===== src/rtl/ctrl_pkg.sv =====
// Shared encodings for the control sequencer: opcode bit positions, addressing
// modes, datapath select codes, ULA operation codes and step indices.
package ctrl_pkg;

  localparam int OP_NOP = 0;
  localparam int OP_STA = 1;
  localparam int OP_LDA = 2;
  localparam int OP_ADD = 3;
  localparam int OP_SUB = 4;
  localparam int OP_AND = 5;
  localparam int OP_OR  = 6;
  localparam int OP_NOT = 7;
  localparam int OP_J   = 8;
  localparam int OP_JN  = 9;
  localparam int OP_JZ  = 10;
  localparam int OP_IN  = 11;
  localparam int OP_OUT = 12;
  localparam int OP_SHR = 13;
  localparam int OP_SHL = 14;
  localparam int OP_HLT = 15;

  typedef enum logic [1:0] {
    MODE_SOP = 2'b00,
    MODE_DIR = 2'b01,
    MODE_IND = 2'b10,
    MODE_IM  = 2'b11
  } mode_e;

  localparam logic [1:0] RDM_AC  = 2'b00;
  localparam logic [1:0] RDM_IN  = 2'b01;
  localparam logic [1:0] RDM_MEM = 2'b10;

  localparam logic [2:0] ULA_ADD  = 3'b000;
  localparam logic [2:0] ULA_SUB  = 3'b001;
  localparam logic [2:0] ULA_AND  = 3'b010;
  localparam logic [2:0] ULA_OR   = 3'b011;
  localparam logic [2:0] ULA_NOT  = 3'b100;
  localparam logic [2:0] ULA_SHR  = 3'b101;
  localparam logic [2:0] ULA_SHL  = 3'b110;
  localparam logic [2:0] ULA_PASS = 3'b111;

  localparam int T0 = 0;
  localparam int T1 = 1;
  localparam int T2 = 2;
  localparam int T3 = 3;
  localparam int T4 = 4;
  localparam int T5 = 5;
  localparam int T6 = 6;
  localparam int T7 = 7;
  localparam int T8 = 8;
  localparam int T9 = 9;

  // Non-ALU opcodes (including LDA) select the pass-through operation.
  function automatic logic [2:0] ula_code(input logic [15:0] op);
    logic [2:0] code;
    code = ULA_PASS;
    if (op[OP_ADD]) code = ULA_ADD;
    if (op[OP_SUB]) code = ULA_SUB;
    if (op[OP_AND]) code = ULA_AND;
    if (op[OP_OR])  code = ULA_OR;
    if (op[OP_NOT]) code = ULA_NOT;
    if (op[OP_SHR]) code = ULA_SHR;
    if (op[OP_SHL]) code = ULA_SHL;
    return code;
  endfunction

  function automatic logic is_onehot(input logic [15:0] v);
    return (v != 16'd0) && ((v & (v - 16'd1)) == 16'd0);
  endfunction

endpackage


===== src/rtl/step_counter.sv =====
// One-hot timing step register. hold freezes the step, restart returns to T0,
// advance shifts to the next step; T9 and any stray encoding fall back to T0.
module step_counter
  import ctrl_pkg::*;
#(
  parameter int unsigned NUM_STEPS = 10
) (
  input  logic                 clk,
  input  logic                 rst_n,
  input  logic                 advance_i,
  input  logic                 restart_i,
  input  logic                 hold_i,
  output logic [NUM_STEPS-1:0] step_o
);

  localparam logic [NUM_STEPS-1:0] STEP_T0 = NUM_STEPS'(1);

  logic [NUM_STEPS-1:0] step_q, step_d;

  always_comb begin
    step_d = step_q;
    if (!hold_i) begin
      if (restart_i || (|step_q[NUM_STEPS-1:T9]) || (step_q == '0)) begin
        step_d = STEP_T0;
      end else if (advance_i) begin
        step_d = step_q << 1;
      end
    end
  end

  always_ff @(posedge clk or negedge rst_n) begin
    if (!rst_n) step_q <= STEP_T0;
    else        step_q <= step_d;
  end

  assign step_o = step_q;

endmodule


===== src/rtl/control_sequencer.sv =====
// Accumulator CPU control unit: decodes the one-hot step, opcode, mode and flags
// into datapath strobes, with memory wait handshake, HLT/resume and illegal detection.
module control_sequencer
  import ctrl_pkg::*;
#(
  parameter int unsigned NUM_STEPS = 10,
  parameter int unsigned OP_W      = 3,
  parameter bit          MEM_WAIT  = 1'b1
) (
  input  logic                 clk,
  input  logic                 rst_n,
  input  logic [15:0]          op_sel,
  input  logic [1:0]           mode,
  input  logic                 flag_n,
  input  logic                 flag_z,
  input  logic                 mem_ready,
  input  logic                 resume,
  output logic                 mem_req,
  output logic                 write_ac,
  output logic                 write_pc,
  output logic                 write_n,
  output logic                 write_z,
  output logic                 write_rdm,
  output logic                 write_ri,
  output logic                 write_out,
  output logic                 write_rem,
  output logic                 write_mem,
  output logic                 select_rem,
  output logic                 increment_pc,
  output logic [1:0]           select_rdm,
  output logic [OP_W-1:0]      op_ula,
  output logic [NUM_STEPS-1:0] step,
  output logic                 halted,
  output logic                 illegal
);

  logic halted_q, halted_d;
  logic done, stall;
  logic active, mem_ok, one_hot, legal;
  logic is_sop, is_alu, is_st, is_jmp, taken, dir, ind, data_step, final_step;
  mode_e md;

  assign md      = mode_e'(mode);
  assign dir     = (md == MODE_DIR);
  assign ind     = (md == MODE_IND);
  assign active  = rst_n & ~halted_q;
  assign mem_ok  = MEM_WAIT ? mem_ready : 1'b1;
  assign one_hot = is_onehot(op_sel);
  assign is_sop  = op_sel[OP_NOP] | op_sel[OP_NOT] | op_sel[OP_SHR] | op_sel[OP_SHL] | op_sel[OP_HLT];
  assign is_alu  = op_sel[OP_LDA] | op_sel[OP_ADD] | op_sel[OP_SUB] | op_sel[OP_AND] | op_sel[OP_OR];
  assign is_st   = op_sel[OP_STA] | op_sel[OP_IN];
  assign is_jmp  = op_sel[OP_J] | op_sel[OP_JN] | op_sel[OP_JZ];
  assign taken   = op_sel[OP_J] | (op_sel[OP_JN] & flag_n) | (op_sel[OP_JZ] & flag_z);
  assign legal   = (md == MODE_SOP) ? is_sop :
                   (md == MODE_IM)  ? (is_alu | op_sel[OP_OUT]) : ~is_sop;

  // Operand data access and final write steps; IND runs two steps later than DIR.
  assign data_step  = (dir & step[T6]) | (ind & step[T8]);
  assign final_step = ((md == MODE_IM) & step[T5]) | (dir & step[T7]) | (ind & step[T9]);

  assign op_ula = OP_W'(ula_code(op_sel));
  assign halted = halted_q;

  always_comb begin
    mem_req      = 1'b0;
    write_ac     = 1'b0;
    write_pc     = 1'b0;
    write_n      = 1'b0;
    write_z      = 1'b0;
    write_rdm    = 1'b0;
    write_ri     = 1'b0;
    write_out    = 1'b0;
    write_rem    = 1'b0;
    write_mem    = 1'b0;
    select_rem   = 1'b0;
    increment_pc = 1'b0;
    select_rdm   = RDM_AC;
    illegal      = 1'b0;
    done         = 1'b0;
    stall        = 1'b0;
    halted_d     = halted_q & ~resume;
    if (active) begin
      if (step[T0]) begin
        write_rem  = 1'b1;
        select_rem = 1'b1;
      end else if (step[T1] || step[T4] || (ind && step[T6]) || (data_step && !is_st)) begin
        // Memory read: every strobe waits for the cycle the memory completes.
        mem_req      = 1'b1;
        select_rdm   = RDM_MEM;
        write_rdm    = mem_ok;
        increment_pc = mem_ok & (step[T1] | step[T4]);
        stall        = ~mem_ok;
      end else if (step[T2]) begin
        write_ri = 1'b1;
      end else if (step[T3]) begin
        done = 1'b1;
        if (!one_hot) begin
          illegal = 1'b1;
        end else if (!legal) begin
          illegal      = 1'b1;
          increment_pc = 1'b1;
        end else if (md == MODE_SOP) begin
          if (op_sel[OP_NOT] || op_sel[OP_SHR] || op_sel[OP_SHL]) begin
            {write_ac, write_n, write_z} = 3'b111;
          end
          halted_d = op_sel[OP_HLT];
        end else if (is_jmp && !taken) begin
          increment_pc = 1'b1;
        end else begin
          done       = 1'b0;
          write_rem  = 1'b1;
          select_rem = 1'b1;
        end
      end else if (data_step) begin
        write_rdm  = 1'b1;
        select_rdm = op_sel[OP_IN] ? RDM_IN : RDM_AC;
      end else if (final_step) begin
        done = 1'b1;
        if (is_st) begin
          mem_req   = 1'b1;
          write_mem = mem_ok;
          stall     = ~mem_ok;
        end else if (op_sel[OP_OUT]) begin
          write_out = 1'b1;
        end else begin
          {write_ac, write_n, write_z} = 3'b111;
        end
      end else if (is_jmp && ((dir && step[T5]) || (ind && step[T7]))) begin
        write_pc = 1'b1;
        done     = 1'b1;
      end else if ((dir || ind) && (step[T5] || (ind && step[T7]))) begin
        write_rem = 1'b1;
      end else begin
        done = 1'b1;
      end
    end
  end

  always_ff @(posedge clk or negedge rst_n) begin
    if (!rst_n) halted_q <= 1'b0;
    else        halted_q <= halted_d;
  end

  step_counter #(
    .NUM_STEPS (NUM_STEPS)
  ) u_step_counter (
    .clk       (clk),
    .rst_n     (rst_n),
    .advance_i (~done),
    .restart_i (done),
    .hold_i    (halted_q | stall),
    .step_o    (step)
  );

endmodule


===== config.mk =====
export PLATFORM = sky130hd
export DESIGN_NAME = control_sequencer
export DESIGN_NICKNAME = d
export VERILOG_FILES = /design/src/rtl/ctrl_pkg.sv /design/src/rtl/step_counter.sv /design/src/rtl/control_sequencer.sv
export SDC_FILE = /design/constraint.sdc
export NUM_CORES = 1
export LEC_CHECK = 0
export ABC_AREA = 0
export CORE_MARGIN = 8
export CORE_UTILIZATION = 46
export CTS_CLUSTER_SIZE = 14
export DETAILED_ROUTE_END_ITERATION = 10
export GPL_TIMING_DRIVEN = 0
export MAX_ROUTING_LAYER = met4
export PLACE_DENSITY = 0.87
export SLEW_MARGIN = 30
export SYNTH_ARGS = -nofsm -noshare
export SYNTH_HDL_FRONTEND = slang
export SYNTH_SLANG_ARGS = --single-unit

===== constraint.sdc =====
create_clock -name clk -period 4.28 [get_ports clk]
set_input_delay 0.856 -clock clk [delete_from_list [all_inputs] [get_ports clk]]
set_output_delay 0.856 -clock clk [all_outputs]
set_load 0.05 [all_outputs]

==> impl_results.md <==
- Max_cap viols: 0
- Period minus WS final: around 4.2 ns
- Fraction of layout instances using a drive strength above 1: 0.158
- Startpoint Class: primary input
- Total power divided by cell area: 506 nW/um2
- Total Routed Length: approximately 4700 um
- Crit path capture type: primary output
- Main area contributors after synthesis: sky130_fd_sc_hd__dfrtp_1 (20%), sky130_fd_sc_hd__nand2_1 (6.7%), sky130_fd_sc_hd__nor2_1 (5.8%), sky130_fd_sc_hd__nor3_1 (4.5%), sky130_fd_sc_hd__ha_1 (4.1%)
- Clock latency of the later-clocked register in the worst-skew pair: approximately 0.27 ns
- Internal reg-to-reg setup slack: ~1.9 ns
- Vias per cell: between 6 and 7
- Min Hold Slack: ~0.56 ns
- CTS clock-pin slew for the worst setup and hold paths: approximately 0.070 ns
- Maximum level of the CTS H-tree: 1
- Synth unique cells: 53
- Critical path arrival: 3.34 ns
- Slew @ Worst Pin: approximately 0.68 ns
- Grt total ovfl: 0
- Detailed placement HPWL: 3620 um
- Pin count of the biggest net entering global routing: 14
- Post-route antenna net violation count: 0
- Port Buffer Count: between 50 and 60
- Full die area: 4590 um2
- Ordered list of cells on the worst path: clkdlybuf4s50_1 -> inv_1 -> ha_1 -> a22o_1 -> a2111oi_4 -> buf_4 -> and3_1 -> clkdlybuf4s15_1
- Worst path bufs/invs: 4
- Clock tree from TritonCTS: done
- Cell with the largest stage delay on the worst path: sky130_fd_sc_hd__clkdlybuf4s50_1
- Final Core Density: 0.753
- Area grow syn2layout: 52.7%
- Maximum net fanout on the critical path: 6
- Final cycle utilization of the critical path: 0.981
- Highest clock frequency the design can meet: 0.238 GHz
- Most common cell in the netlist: sky130_fd_sc_hd__nand2_1
- Mapped cell area: 1230 um2
- First-pass iteration count of the detailed router: 5
- Number of antenna violations at the first check in global routing: 0
- Synthesized instance count: roughly 170
- Final setup violation count: 0
- Detailed Route Iter0 Violations: between 150 and 200
- Normalized max-slew margin: 0.545
- Area taken by flip-flops and latches: 277 um2
- Post-CTS Hold Fix Bufs: 0
- VDD IR max: between 0.6 and 0.7 mV
- Core outline area: 2500 um2
- Fraction of the yosys area taken by sequential cells: 0.224
- CTS buffer count: 3
- Final weighted congestion in routability-driven placement: 0.940
- Routed length per placed instance: 18.1 um
- Initial standard-cell utilization of the core: 0.493
- Data required time of the critical path: 3.42 ns
- Count of fill cells added during filler insertion: 204
- Synthesized net count: 195
- Most instantiated flip-flop cell in the synthesis netlist: sky130_fd_sc_hd__dfrtp_1
- Count of inserted antenna diode cells: 0
- Synthesis warning total: 0
- Worst stage delay on the critical path: 0.51 ns
- Most numerous cell types in the synthesized netlist: sky130_fd_sc_hd__nand2_1 (22), sky130_fd_sc_hd__nor2_1 (19), sky130_fd_sc_hd__nor3_1 (11)
- Clock Sinks: 11
- Wire length of the first global-routing pass: about 7200 um
- Via count of the first global-routing pass: approximately 1500
- Total track usage: 0.206
- Chip height: 67.8 um
- Final hold viol count: 0
- Root cell of the clock tree: sky130_fd_sc_hd__clkbuf_4
- Largest area contributor in the netlist: sky130_fd_sc_hd__dfrtp_1
- Maximum root-to-sink buffer count: 2
- Layout net count: 257
- Final max-slew violation count: 0
- Status: finished, final reports clean
- Leakage dissipation: between 0.8 and 0.9 nW
- WS Path Type: in2out
- I/O pin count: 53
- Number of enable flip-flop cells after synthesis: 0
- Share of Yosys cell area claimed by the top area cell type: 0.203
- Final sum of negative setup slack: 0 ns
- Detailed-route via count: 1600
- Residual DRC: 0
- Multi-input gate area in the final layout: 950 um2
- Mean post-synth cell area: 7.38 um2
- Fraction of registers with async set or reset after synthesis: 1.00
- Cell Rows: 18
- Number of register bits inferred by synthesis: 11
- Min-Delay Path Class: reg2reg
- Clock Skew: ~0.008 ns
- Die outline width: 67.8 um
- Cell family with most CP delay: buffers and inverters
==> path summary, 6_finish.rpt <==
check / from / endpoint / depth (start not counted)
max: mode[0] / select_rdm[0] / 8
min: u_step_counter.step_o[0] / u_step_counter.step_o[0] / 2
max reg2reg: u_step_counter.step_o[9] / u_step_counter.step_o[0] / 7
min reg2reg: u_step_counter.step_o[0] / u_step_counter.step_o[0] / 2
max in group asynchronous: rst_n / u_step_counter.step_o[8] / 1
min in group asynchronous: rst_n / u_step_counter.step_o[2] / 1
==> power breakdown <==
part	total (mW)	switching [mW]	internal, mW
Combinational	0.669	0.441	0.228
Clock	0.0705	0.0344	0.0361
Sequential	0.212	0.0656	0.147
==> per-layer routing <==
layer | vias to the layer above | share of wire | track usage
met4 | 0 | 0.0062 | 0.0157
li1 | 751 | - | -
met2 | 111 | 0.48 | 0.336
met3 | 4 | 0.11 | 0.0464
met5 | - | 0 | -
met1 | 734 | 0.40 | 0.262
==> worst reg2reg max path, delay by kind of cell (launching register included) <==
kind	cells	cell delay, ns
flops	1	0.38
buf+inv	1	0.20
compound gates	4	1.36
simple gates	2	0.39
==> per-stage QoR <==
stage	cell area, um2	total power [mW]	setup WS [ns]	instances
after global routing	1880	1.01	-0.0104	258
after CTS	1830	0.933	0.00239	255
after global placement	1790	0.842	-0.751	249
final	1880	0.952	0.0834	258
after floorplan	1240	0.631	0.244	167
after detailed placement	1790	0.860	-0.775	249
==> cells in the final DEF, fill, tap and decap left out, types with 3 or more instances in the layout <==
cell type	n
sky130_fd_sc_hd__o21ai_0	6
sky130_fd_sc_hd__dlygate4sd2_1	3
sky130_fd_sc_hd__clkbuf_2	4
sky130_fd_sc_hd__o22ai_1	3
sky130_fd_sc_hd__dfrtp_1	10
sky130_fd_sc_hd__clkdlybuf4s50_1	30
sky130_fd_sc_hd__clkbuf_1	4
sky130_fd_sc_hd__ha_1	4
sky130_fd_sc_hd__nor2_1	19
sky130_fd_sc_hd__a21oi_1	6
sky130_fd_sc_hd__buf_2	3
sky130_fd_sc_hd__dlymetal6s2s_1	8
sky130_fd_sc_hd__clkbuf_4	3
sky130_fd_sc_hd__nand2_1	22
sky130_fd_sc_hd__nand2b_1	7
sky130_fd_sc_hd__buf_4	9
sky130_fd_sc_hd__inv_1	8
sky130_fd_sc_hd__nor3_1	11
sky130_fd_sc_hd__o21ai_1	8
sky130_fd_sc_hd__and3_1	4
==> flip-flops by register name, indices dropped and copies added (netlist names) <==
register,flops
u_step_counter.step_o,10
halted,1
==> cells by family after synthesis <==
family | count (synthesis) | share of synthesized area
buf+inv | 13 | 0.0457
xor+xnor | 1 | 0.00711
fa+ha+maj | 5 | 0.0487
flops | 11 | 0.224
compound gates | 50 | 0.297
simple gates | 87 | 0.377
==> repair_timing <==
item	CTS	global route
gates resized for setup	39	21
pin swaps	1	2
setup endpoints to repair	13	13
buffers inserted	2	3
==> area by class of cell <==
cell class                 count  area share
multi-input combinational    143       0.505
timing repair buffer          57       0.285
sequential                    11       0.147
tap                           30      0.0199
inverter                       8      0.0160
clock buffer                   4      0.0140
buffer                         5      0.0140
(Power assumes the default switching activity.)
